`config.mk`:
```
export PLATFORM = sky130hd
export DESIGN_NAME = adder_lock_hd_monitor
export DESIGN_NICKNAME = d
export VERILOG_FILES = /design/src/rtl/adder_lock_pkg.sv /design/src/rtl/hd_popcount.sv /design/src/rtl/adder_lock_hd_monitor.sv
export SDC_FILE = /design/constraint.sdc
export NUM_CORES = 1
export LEC_CHECK = 0
export BUFFER_PORTS_ARGS = -buffer_cell sky130_fd_sc_hd__buf_2
export CAP_MARGIN = 15
export CORE_ASPECT_RATIO = 1.5
export CORE_UTILIZATION = 55
export DETAILED_ROUTE_END_ITERATION = 16
export MAX_ROUTING_LAYER = met4
export PLACE_DENSITY = 0.92
export SLEW_MARGIN = 20
export SYNTH_ARGS = -nofsm -noshare
export SYNTH_HDL_FRONTEND = slang
export SYNTH_SLANG_ARGS = --single-unit
```
`constraint.sdc`:
```
create_clock -name clk -period 7.62 [get_ports clk]
set_input_delay 0.762 -clock clk [delete_from_list [all_inputs] [get_ports clk]]
set_output_delay 0.762 -clock clk [all_outputs]
set_load 0.03 [all_outputs]
```
`src/rtl/adder_lock_pkg.sv`:
```
// -----------------------------------------------------------------------------
// adder_lock_pkg
//
// Shared definitions for the key-locked adder corruption monitor.
//   DATA_W      operand width of the locked ripple-carry adder
//   RES_W       result width (operand width plus carry-out)
//   HD_MAX_W    width of a per-vector Hamming distance (holds 0..RES_W)
//   state_e     monitor trial FSM states
//   NOMINAL_KEY correct unlocking key, used only by benches
// -----------------------------------------------------------------------------
package adder_lock_pkg;

    localparam int DATA_W   = 32;
    localparam int RES_W    = DATA_W + 1;
    localparam int HD_MAX_W = 6;

    typedef enum logic [1:0] {
        IDLE  = 2'd0,
        RUN   = 2'd1,
        DRAIN = 2'd2,
        DONE  = 2'd3
    } state_e;

    localparam logic [63:0] NOMINAL_KEY = 64'hA87E0E812FE200DE;

endpackage

```
`src/rtl/hd_popcount.sv`:
```
// -----------------------------------------------------------------------------
// hd_popcount
//
// Purely combinational population count of a difference vector; the result is
// the Hamming distance between the golden and the locked adder results.
//   vec_i  in  W         difference vector (golden ^ locked result)
//   cnt_o  out HD_MAX_W  number of set bits in vec_i (0..W)
// -----------------------------------------------------------------------------
module hd_popcount
    import adder_lock_pkg::*;
#(
    parameter int W = RES_W
) (
    input  logic [W-1:0]        vec_i,
    output logic [HD_MAX_W-1:0] cnt_o
);

    always_comb begin
        cnt_o = '0;
        for (int i = 0; i < W; i++) begin
            cnt_o = cnt_o + {{(HD_MAX_W-1){1'b0}}, vec_i[i]};
        end
    end

endmodule

```
`src/rtl/adder_lock_hd_monitor.sv`:
```
// -----------------------------------------------------------------------------
// adder_lock_hd_monitor
//
// Output-corruption monitor placed downstream of the key-locked 32-bit adder.
// Every accepted vector has its golden sum recomputed with an inline adder
// (independent of the locked netlist); the XOR with the locked result is
// registered in stage 1, popcounted, and folded into trial statistics in
// stage 2. A trial covers num_vec_i vectors started by start_i in IDLE.
//
// Ports
//   clk, rst        clock, synchronous active-high reset
//   start_i         begin a trial (sampled only in IDLE)
//   num_vec_i       vectors in the trial, latched with start_i
//   vec_valid_i     operand/result triple valid
//   vec_ready_o     monitor accepts a vector this cycle (RUN state)
//   add1_i, add2_i  operands driven into the locked adder
//   result_i        locked adder output for those operands
//   busy_o          trial in progress (state not IDLE)
//   done_o          one-cycle pulse, statistics are final
//   vec_cnt_o       vectors accepted this trial
//   err_cnt_o       mismatching vectors (saturating)
//   hd_sum_o        total Hamming distance (saturating)
//   hd_max_o        worst per-vector Hamming distance
// -----------------------------------------------------------------------------
module adder_lock_hd_monitor
    import adder_lock_pkg::*;
#(
    parameter int CNT_W = 16,
    parameter int HD_W  = 24
) (
    input  logic                clk,
    input  logic                rst,
    input  logic                start_i,
    input  logic [CNT_W-1:0]    num_vec_i,
    input  logic                vec_valid_i,
    output logic                vec_ready_o,
    input  logic [DATA_W-1:0]   add1_i,
    input  logic [DATA_W-1:0]   add2_i,
    input  logic [RES_W-1:0]    result_i,
    output logic                busy_o,
    output logic                done_o,
    output logic [CNT_W-1:0]    vec_cnt_o,
    output logic [CNT_W-1:0]    err_cnt_o,
    output logic [HD_W-1:0]     hd_sum_o,
    output logic [HD_MAX_W-1:0] hd_max_o
);

    // Saturating increment: holds at all-ones instead of wrapping.
    function automatic logic [CNT_W-1:0] sat_inc(input logic [CNT_W-1:0] v);
        if (&v) begin
            return v;
        end
        return v + CNT_W'(1);
    endfunction

    // Saturating accumulate of a per-vector distance into the HD sum. The sum
    // is formed one field wider than both operands so any overflow shows up
    // in the upper bits, even when HD_W is narrower than a single distance.
    function automatic logic [HD_W-1:0] sat_add_hd(input logic [HD_W-1:0]     acc,
                                                   input logic [HD_MAX_W-1:0] hd);
        logic [HD_W+HD_MAX_W-1:0] wide;
        wide = {{HD_MAX_W{1'b0}}, acc} + {{HD_W{1'b0}}, hd};
        if (|wide[HD_W+HD_MAX_W-1:HD_W]) begin
            return '1;
        end
        return wide[HD_W-1:0];
    endfunction

    state_e                state_q, state_d;
    logic [CNT_W-1:0]      num_q, num_d;
    logic [CNT_W-1:0]      vec_cnt_q, vec_cnt_d;
    logic [CNT_W-1:0]      err_cnt_q, err_cnt_d;
    logic [HD_W-1:0]       hd_sum_q, hd_sum_d;
    logic [HD_MAX_W-1:0]   hd_max_q, hd_max_d;
    logic                  vld_p1_q, vld_p1_d;
    logic [RES_W-1:0]      diff_p1_q;

    logic                  start_acc;
    logic                  xfer;
    logic [CNT_W-1:0]      cnt_inc;
    logic [RES_W-1:0]      golden;
    logic [RES_W-1:0]      diff;
    logic [HD_MAX_W-1:0]   hd_p1;

    assign start_acc = (state_q == IDLE) && start_i;
    assign xfer      = vec_valid_i && (state_q == RUN);
    assign cnt_inc   = vec_cnt_q + CNT_W'(1);

    // Stage 0: golden recompute on the incoming triple
    assign golden = {1'b0, add1_i} + {1'b0, add2_i};
    assign diff   = golden ^ result_i;

    // ---------------------------------------------------------------------
    // Trial FSM
    // ---------------------------------------------------------------------
    always_comb begin
        state_d = state_q;
        case (state_q)
            IDLE: begin
                if (start_i) begin
                    state_d = (num_vec_i != '0) ? RUN : DONE;
                end
            end
            RUN: begin
                if (xfer && (cnt_inc == num_q)) begin
                    state_d = DRAIN;
                end
            end
            DRAIN:   state_d = DONE;
            DONE:    state_d = IDLE;
            default: state_d = IDLE;
        endcase
    end

    always_ff @(posedge clk) begin
        if (rst) begin
            state_q <= IDLE;
        end else begin
            state_q <= state_d;
        end
    end

    // Stage 1 -> stage 2: distance of the registered difference
    hd_popcount #(
        .W (RES_W)
    ) u_popcount (
        .vec_i (diff_p1_q),
        .cnt_o (hd_p1)
    );

    // ---------------------------------------------------------------------
    // Counters and statistics next-state
    // ---------------------------------------------------------------------
    always_comb begin
        num_d     = num_q;
        vec_cnt_d = vec_cnt_q;
        err_cnt_d = err_cnt_q;
        hd_sum_d  = hd_sum_q;
        hd_max_d  = hd_max_q;
        vld_p1_d  = xfer;

        if (start_acc) begin
            // No stage-1 entry can be pending in IDLE, so clearing wins.
            num_d     = num_vec_i;
            vec_cnt_d = '0;
            err_cnt_d = '0;
            hd_sum_d  = '0;
            hd_max_d  = '0;
        end else begin
            if (xfer) begin
                vec_cnt_d = cnt_inc;
            end
            if (vld_p1_q) begin
                if (hd_p1 != '0) begin
                    err_cnt_d = sat_inc(err_cnt_q);
                end
                hd_sum_d = sat_add_hd(hd_sum_q, hd_p1);
                if (hd_p1 > hd_max_q) begin
                    hd_max_d = hd_p1;
                end
            end
        end
    end

    always_ff @(posedge clk) begin
        if (rst) begin
            num_q     <= '0;
            vec_cnt_q <= '0;
            err_cnt_q <= '0;
            hd_sum_q  <= '0;
            hd_max_q  <= '0;
            vld_p1_q  <= 1'b0;
        end else begin
            num_q     <= num_d;
            vec_cnt_q <= vec_cnt_d;
            err_cnt_q <= err_cnt_d;
            hd_sum_q  <= hd_sum_d;
            hd_max_q  <= hd_max_d;
            vld_p1_q  <= vld_p1_d;
        end
    end

    // Stage 1: difference register; qualified by vld_p1_q, so no reset needed
    always_ff @(posedge clk) begin
        if (xfer) begin
            diff_p1_q <= diff;
        end
    end

    assign vec_ready_o = (state_q == RUN);
    assign busy_o      = (state_q != IDLE);
    assign done_o      = (state_q == DONE);
    assign vec_cnt_o   = vec_cnt_q;
    assign err_cnt_o   = err_cnt_q;
    assign hd_sum_o    = hd_sum_q;
    assign hd_max_o    = hd_max_q;

endmodule

```
== After elaboration in Yosys (flattened, before gate mapping) ==
Cells that the tools add are included.
W data, S select, Z words.

* Flip-flop bits (word level): 114
* Input port bits: 117
* Output and inout port bits: 65

* $add $sub $neg: 36
* Order comparisons: 1
* Equality and inequality tests: 7
* Muxes and demuxes: 14
* Bitwise gates (word level): 1
* Reductions and logical operators: 13

{| class="wikitable"
|+ Operator list
! operator !! count
|-
| $add A6 B1 Y6 || 31
|-
| $mux W24 || 2
|-
| $add A32 B32 Y33 || 1
|-
| $xor A33 B33 Y33 || 1
|-
| $add A16 B1 Y16 const B || 2
|-
| $add A24 B6 Y25 || 1
|-
| $eq A16 B16 Y1 || 1
|-
| $mux W16 || 1
|-
| $reduce_and A16 Y1 || 1
|-
| $reduce_bool A16 Y1 || 1
|-
| $pmux W2 S4 || 1
|-
| $mux W1 || 7
|-
| $gt A6 B6 Y1 || 1
|-
| $mux W2 || 3
|-
| $reduce_bool A6 Y1 || 1
|-
| $reduce_or A6 Y1 || 1
|-
| $eq A2 B2 Y1 const B || 2
|-
| $ne A2 B2 Y1 const B || 2
|-
| $reduce_and A2 Y1 || 2
|-
| $logic_and A1 B1 Y1 || 3
|-
| $reduce_and A3 Y1 || 1
|-
| $add A1 B1 Y2 || 1
|-
| $eq A2 B1 Y1 const B || 1
|-
| $logic_not A2 Y1 || 1
|-
| other kinds (3) || 3
|}

== Logic depth before layout (Yosys ltp) ==
* Depth in word-level cells: 38
* Depth in mapped cells: 25
* Mapped depth without buffers: 25

== Hierarchy ==
A second synthesis with hierarchy kept.

* Cell total of the unflattened synthesis: 868
* Area total of the unflattened synthesis: 8012.7 µm²

{| class="wikitable"
|+ By module, submodules not included
! module !! instances !! cells each !! area each (µm²) !! seq. area each (µm²)
|-
| adder_lock_hd_monitor || 1 || 788 || 7218.2 || 2612.5
|-
| hd_popcount || 1 || 80 || 794.5 || 0.0
|}

== Worst setup path after synthesis ==
Ideal clock, no wire load.

* Path kind: register to register
* From: register diff_p1_q[0]
* To: register hd_sum_q[22] (netlist: hd_sum_o[22])
* Setup time: 133 ps
* Arrival: 6100 ps
* Setup slack: 1387 ps
* Stages on the path, launching flop included: 22
* Cells stage by stage: edfxtp_1 -> ha_1 -> inv_1 -> fa_1 -> fa_1 -> fa_1 -> fa_1 -> fa_1 -> fa_1 -> inv_1 -> ha_1 -> fa_1 -> fa_1 -> a21o_1 -> a21oi_1 -> o21bai_1 -> a21oi_1 -> and4b_1 -> clkbuf_1 -> nor3b_1 -> xnor2_1 -> a21oi_1

* Cells in the longest elaborated chain, start to end: 38

{| class="wikitable"
|+ RTL lines
! element !! RTL line !! RTL
|-
| from (decl) || adder_lock_hd_monitor.sv:76 || <nowiki>logic [RES_W-1:0] diff_p1_q;</nowiki>
|-
| from (signal assigned) || adder_lock_hd_monitor.sv:186 || <nowiki>diff_p1_q <= diff;</nowiki>
|-
| $add A1 B1 Y2 (*) || hd_popcount.sv:21 || <nowiki>cnt_o = cnt_o + {{(HD_MAX_W-1){1'b0}}, vec_i[i]};</nowiki>
|-
| $add A6 B1 Y6 (*) (31 in a row) || hd_popcount.sv:21 ||
|-
| named net hd_p1[1] || adder_lock_hd_monitor.sv:83 || <nowiki>logic [HD_MAX_W-1:0] hd_p1;</nowiki>
|-
| $add A24 B6 Y25 (*) || adder_lock_hd_monitor.sv:62 || <nowiki>wide = {{HD_MAX_W{1'b0}}, acc} + {{HD_W{1'b0}}, hd};</nowiki>
|-
| $reduce_or A6 Y1 || adder_lock_hd_monitor.sv:63 || <nowiki>if (|wide[HD_W+HD_MAX_W-1:HD_W]) begin</nowiki>
|-
| $mux W1 || adder_lock_hd_monitor.sv:63 ||
|-
| $mux W1 || adder_lock_hd_monitor.sv:153 || <nowiki>if (vld_p1_q) begin</nowiki>
|-
| $mux W1 || adder_lock_hd_monitor.sv:142 || <nowiki>if (start_acc) begin</nowiki>
|-
| $mux W24 (*) || adder_lock_hd_monitor.sv:66 || <nowiki>return wide[HD_W-1:0];</nowiki>
|-
| to (signal assigned) || adder_lock_hd_monitor.sv:177 || <nowiki>hd_sum_q <= hd_sum_d;</nowiki>
|-
| to (decl) || adder_lock_hd_monitor.sv:73 || <nowiki>logic [HD_W-1:0] hd_sum_q, hd_sum_d;</nowiki>
|}

The timed path passes the listed nets; every way through them passes the cells marked *. The select of a mux whose other input is x is not followed.
A chain may end at the register's enable or synchronous reset.

== Worst setup path after layout ==
* From: register diff_p1_q[0]
* To: register hd_sum_q[17] (netlist: hd_sum_o[17])

The elaborated chain is that of the path after synthesis.

==> metrics <==
run status completed; cell chain of the critical path ha_1 > inv_1 > fa_1 > fa_1 > inv_1 > fa_1 > fa_1 > fa_1 > inv_1 > fa_1 > inv_1 > ha_1 > a21o_1 > a21oi_1 > xnor2_1 > ha_1 > a21oi_1 > o21bai_1 > a21oi_1 > nor2b_1 > nand2_1 > and4_1 > nor3_1; Clk Latency, worst-skew pair 0.42 ns; first-pass GRT wire length 31300 um; full die area 15100 um^2; met3 WL post-DR 986 um; Adder-Cell Fraction of Synth Area 16.0%; Port-buffer cells ~180; share of synthesized area occupied by flip-flops and latches about a third; area fraction in compound gates after synthesis 15.8%; total track usage 27.1%; number of gates resized after CTS 0; number of max-cap violations 0; Synth area leaders sky130_fd_sc_hd__dfxtp_1 20%, sky130_fd_sc_hd__edfxtp_1 12%, sky130_fd_sc_hd__ha_1 9.2%, sky130_fd_sc_hd__xnor2_1 8.4%, sky130_fd_sc_hd__fa_1 6.7%; filler cell count in the final layout 1044; fraction of final layout cells with drive strength greater than 1 21.9%; most frequent cell after synthesis sky130_fd_sc_hd__nor2_1; Slew Viols, Final 0; CORE AREA between 10000 and 15000 um^2; top cell types by occurrence after synthesis 89 x sky130_fd_sc_hd__nor2_1, 85 x sky130_fd_sc_hd__nand2_1, 81 x sky130_fd_sc_hd__dfxtp_1; Hold/Removal Path Class reg2reg; multiplexer share of the synthesized area 0.515%; basic-gate share of the synthesized area counting and, or, nand and nor cells 17.4%; max layer used met4; final setup violation count 0; post-layout min period roughly 6.6 ns; antenna-violating nets left 0; initial antenna violation count 0; clock tree sinks between 100 and 150; Routed WL per cell 14.9 um; Post-Syn Instances 905; number of cells traversed by the worst hold path 2; Final Hold Fails 0; arrival time at the worst endpoint between 6 and 7 ns; unrepaired setup endpoints after global routing false; Most used DFF post-synth sky130_fd_sc_hd__dfxtp_1; drt initial violations 305; Worst-path clk slew 0.06 ns; grt total ovfl 0; number of inserted diodes 0; Post-Route Setup TNS 0 ns; largest net degree at the start of global routing 56; path depth of the worst reg2reg path 23; HPWL after detailed placement 14800 um; Mean Syn Cell Area 8.86 um^2; total via count after detailed routing 7180; register bit total from synthesis between 100 and 150; initial core utilization 56.7%; Final Wtd Congestion 0.950; Top Ports 182; share of the synthesized netlist area taken by xor and xnor gates between 10% and 20%; WL met1 7250 um; net count after synthesis 1108; clock tree from TritonCTS built; CTS hold repair buffers 0; total length of routed wires ~19000 um; Worst path max stage delay between 0.5 and 0.6 ns; number of distinct standard cells referenced by the synthesized netlist 70; Via-to-Cell Ratio approximately 5.6; most frequent cell on the critical path sky130_fd_sc_hd__fa_1; number of remaining DRC errors 0; cell type with the highest aggregate area in the netlist sky130_fd_sc_hd__dfxtp_1; H-tree level count 4; required arrival time at the worst endpoint 7.90 ns; met2 wire length around 10000 um; maximum clock skew at final layout 0.00861 ns; buffer count from post-CTS setup fixing 0; worst rel slew slack 53.3%; proportion of register bits with asynchronous set or reset after synthesis 0%; number of global-route vias before repair between 7000 and 8000; Register Area 2610 um^2; cts bufs inserted 17; Max Clk Rate 150 MHz; maximum count of clock buffers along a single path 2; pin slew with the least headroom to its limit 0.694 ns; largest family of logic cells by synthesized area simple AND/OR/NAND/NOR gates; final net count 1284; width of the die 101 um; Post-synth EDFFs 33; growth of design area from synthesis to finish 20.6%; worst hold slack across all endpoints about 0.46 ns; multi-input combinational cell area ~5000 um^2; Worst Setup Start Kind register; height of the chip 150 um; root buffer cell sky130_fd_sc_hd__clkbuf_16; top cell type's share of synthesized area 20.2%; sort of element at the end of the critical path register; CP max stage cell sky130_fd_sc_hd__fa_1; warnings from Yosys 0; final worst-path cycle share 87.2%; number of rows created at floorplan 53; mapped cell area 8010 um^2; Initial DRT Pass Iterations 5; Critical Setup Path Class reg2reg; crit path max fanout 14
## metal layers
metal	global-route usage (%)	vias to the layer above
met4	13.9	0
met2	49.3	305
li1	-	3510
met3	4.86	49
met5	-	-
met1	27.3	3316
## worst max-delay path, delay by kind of cell (launching register included)
family / cells / cell delay, ns
and+or+nand+nor: 4 / 0.82
DFF: 1 / 0.37
adders and majority gates: 9 / 3.78
xor gates and xnor gates: 1 / 0.25
AOI/OAI and AO/OA: 5 / 1.00
buffers and inverters: 4 / 0.27
## cells in the final DEF (no fill, tap or decap), types with 7 or more instances in the layout
cell                        Yosys  final
sky130_fd_sc_hd__edfxtp_1      33     33
sky130_fd_sc_hd__nand2_1       85     85
sky130_fd_sc_hd__inv_1         70     70
sky130_fd_sc_hd__o21ai_0       30     30
sky130_fd_sc_hd__dfxtp_1       81     81
sky130_fd_sc_hd__and3_1        10     10
sky130_fd_sc_hd__and4_1         8      8
sky130_fd_sc_hd__ha_1          59     59
sky130_fd_sc_hd__a21oi_1       78     78
sky130_fd_sc_hd__buf_2          1    181
sky130_fd_sc_hd__or3_1          7      7
sky130_fd_sc_hd__nor2_1        89     89
sky130_fd_sc_hd__nand4_1       13     13
sky130_fd_sc_hd__xnor2_1       77     77
sky130_fd_sc_hd__xor2_1        43     43
sky130_fd_sc_hd__nor2b_1        8      8
sky130_fd_sc_hd__nor3_1        13     13
sky130_fd_sc_hd__a31oi_1       11     11
sky130_fd_sc_hd__nand3_1       22     22
sky130_fd_sc_hd__clkbuf_16      0     17
sky130_fd_sc_hd__fa_1          27     27
sky130_fd_sc_hd__a21o_1        23     23
## stage by stage
step	setup WS, ns	std cells	utilization, %	cell area [um^2]
finish	0.974	1286	68.4	9670
global route	0.595	1286	68.4	9670
CTS	0.978	1286	68.4	9670
detailed placement	1.00	1254	64.2	9070
global placement	1.18	1254	64.2	9070
floorplan	1.39	905	-	8010
## final timing paths
| check | slack (ns) | start | end |
|---|---|---|---|
| worst min-delay path | 0.46 | num_q[1] | num_q[1] |
| worst max register to register | 0.97 | diff_p1_q[0] | hd_sum_o[17] |
| worst max-delay path | 0.97 | diff_p1_q[0] | hd_sum_o[17] |
| worst min register to register | 0.46 | num_q[1] | num_q[1] |
## registers in the layout, summed over array words and instances (netlist names)
| signal | cells |
|---|---|
| hd_max_o | 6 |
| hd_sum_o | 24 |
| vld_p1_q | 1 |
| num_q | 16 |
| vec_cnt_o | 16 |
| diff_p1_q | 33 |
| err_cnt_o | 16 |
| state_q | 2 |
## cell type report
type	count	area share (%)
inverters	71	2.76
well taps	192	2.48
repair buffers	183	9.53
flip-flops and latches	114	27.0
multi-input cells	694	52.1
clock inverters	13	1.67
clock buffers	19	4.48
## cells by family after synthesis
| family | count (synthesis) |
|---|---|
| xor+xnor | 120 |
| buf+inv | 97 |
| compound gates | 194 |
| simple gates | 290 |
| mux | 4 |
| flops | 114 |
| fa+ha+maj | 86 |
Power is left out: the tool's default activity adds up to more than one toggle a clock period on the data nets, which glitch-free logic cannot reach.
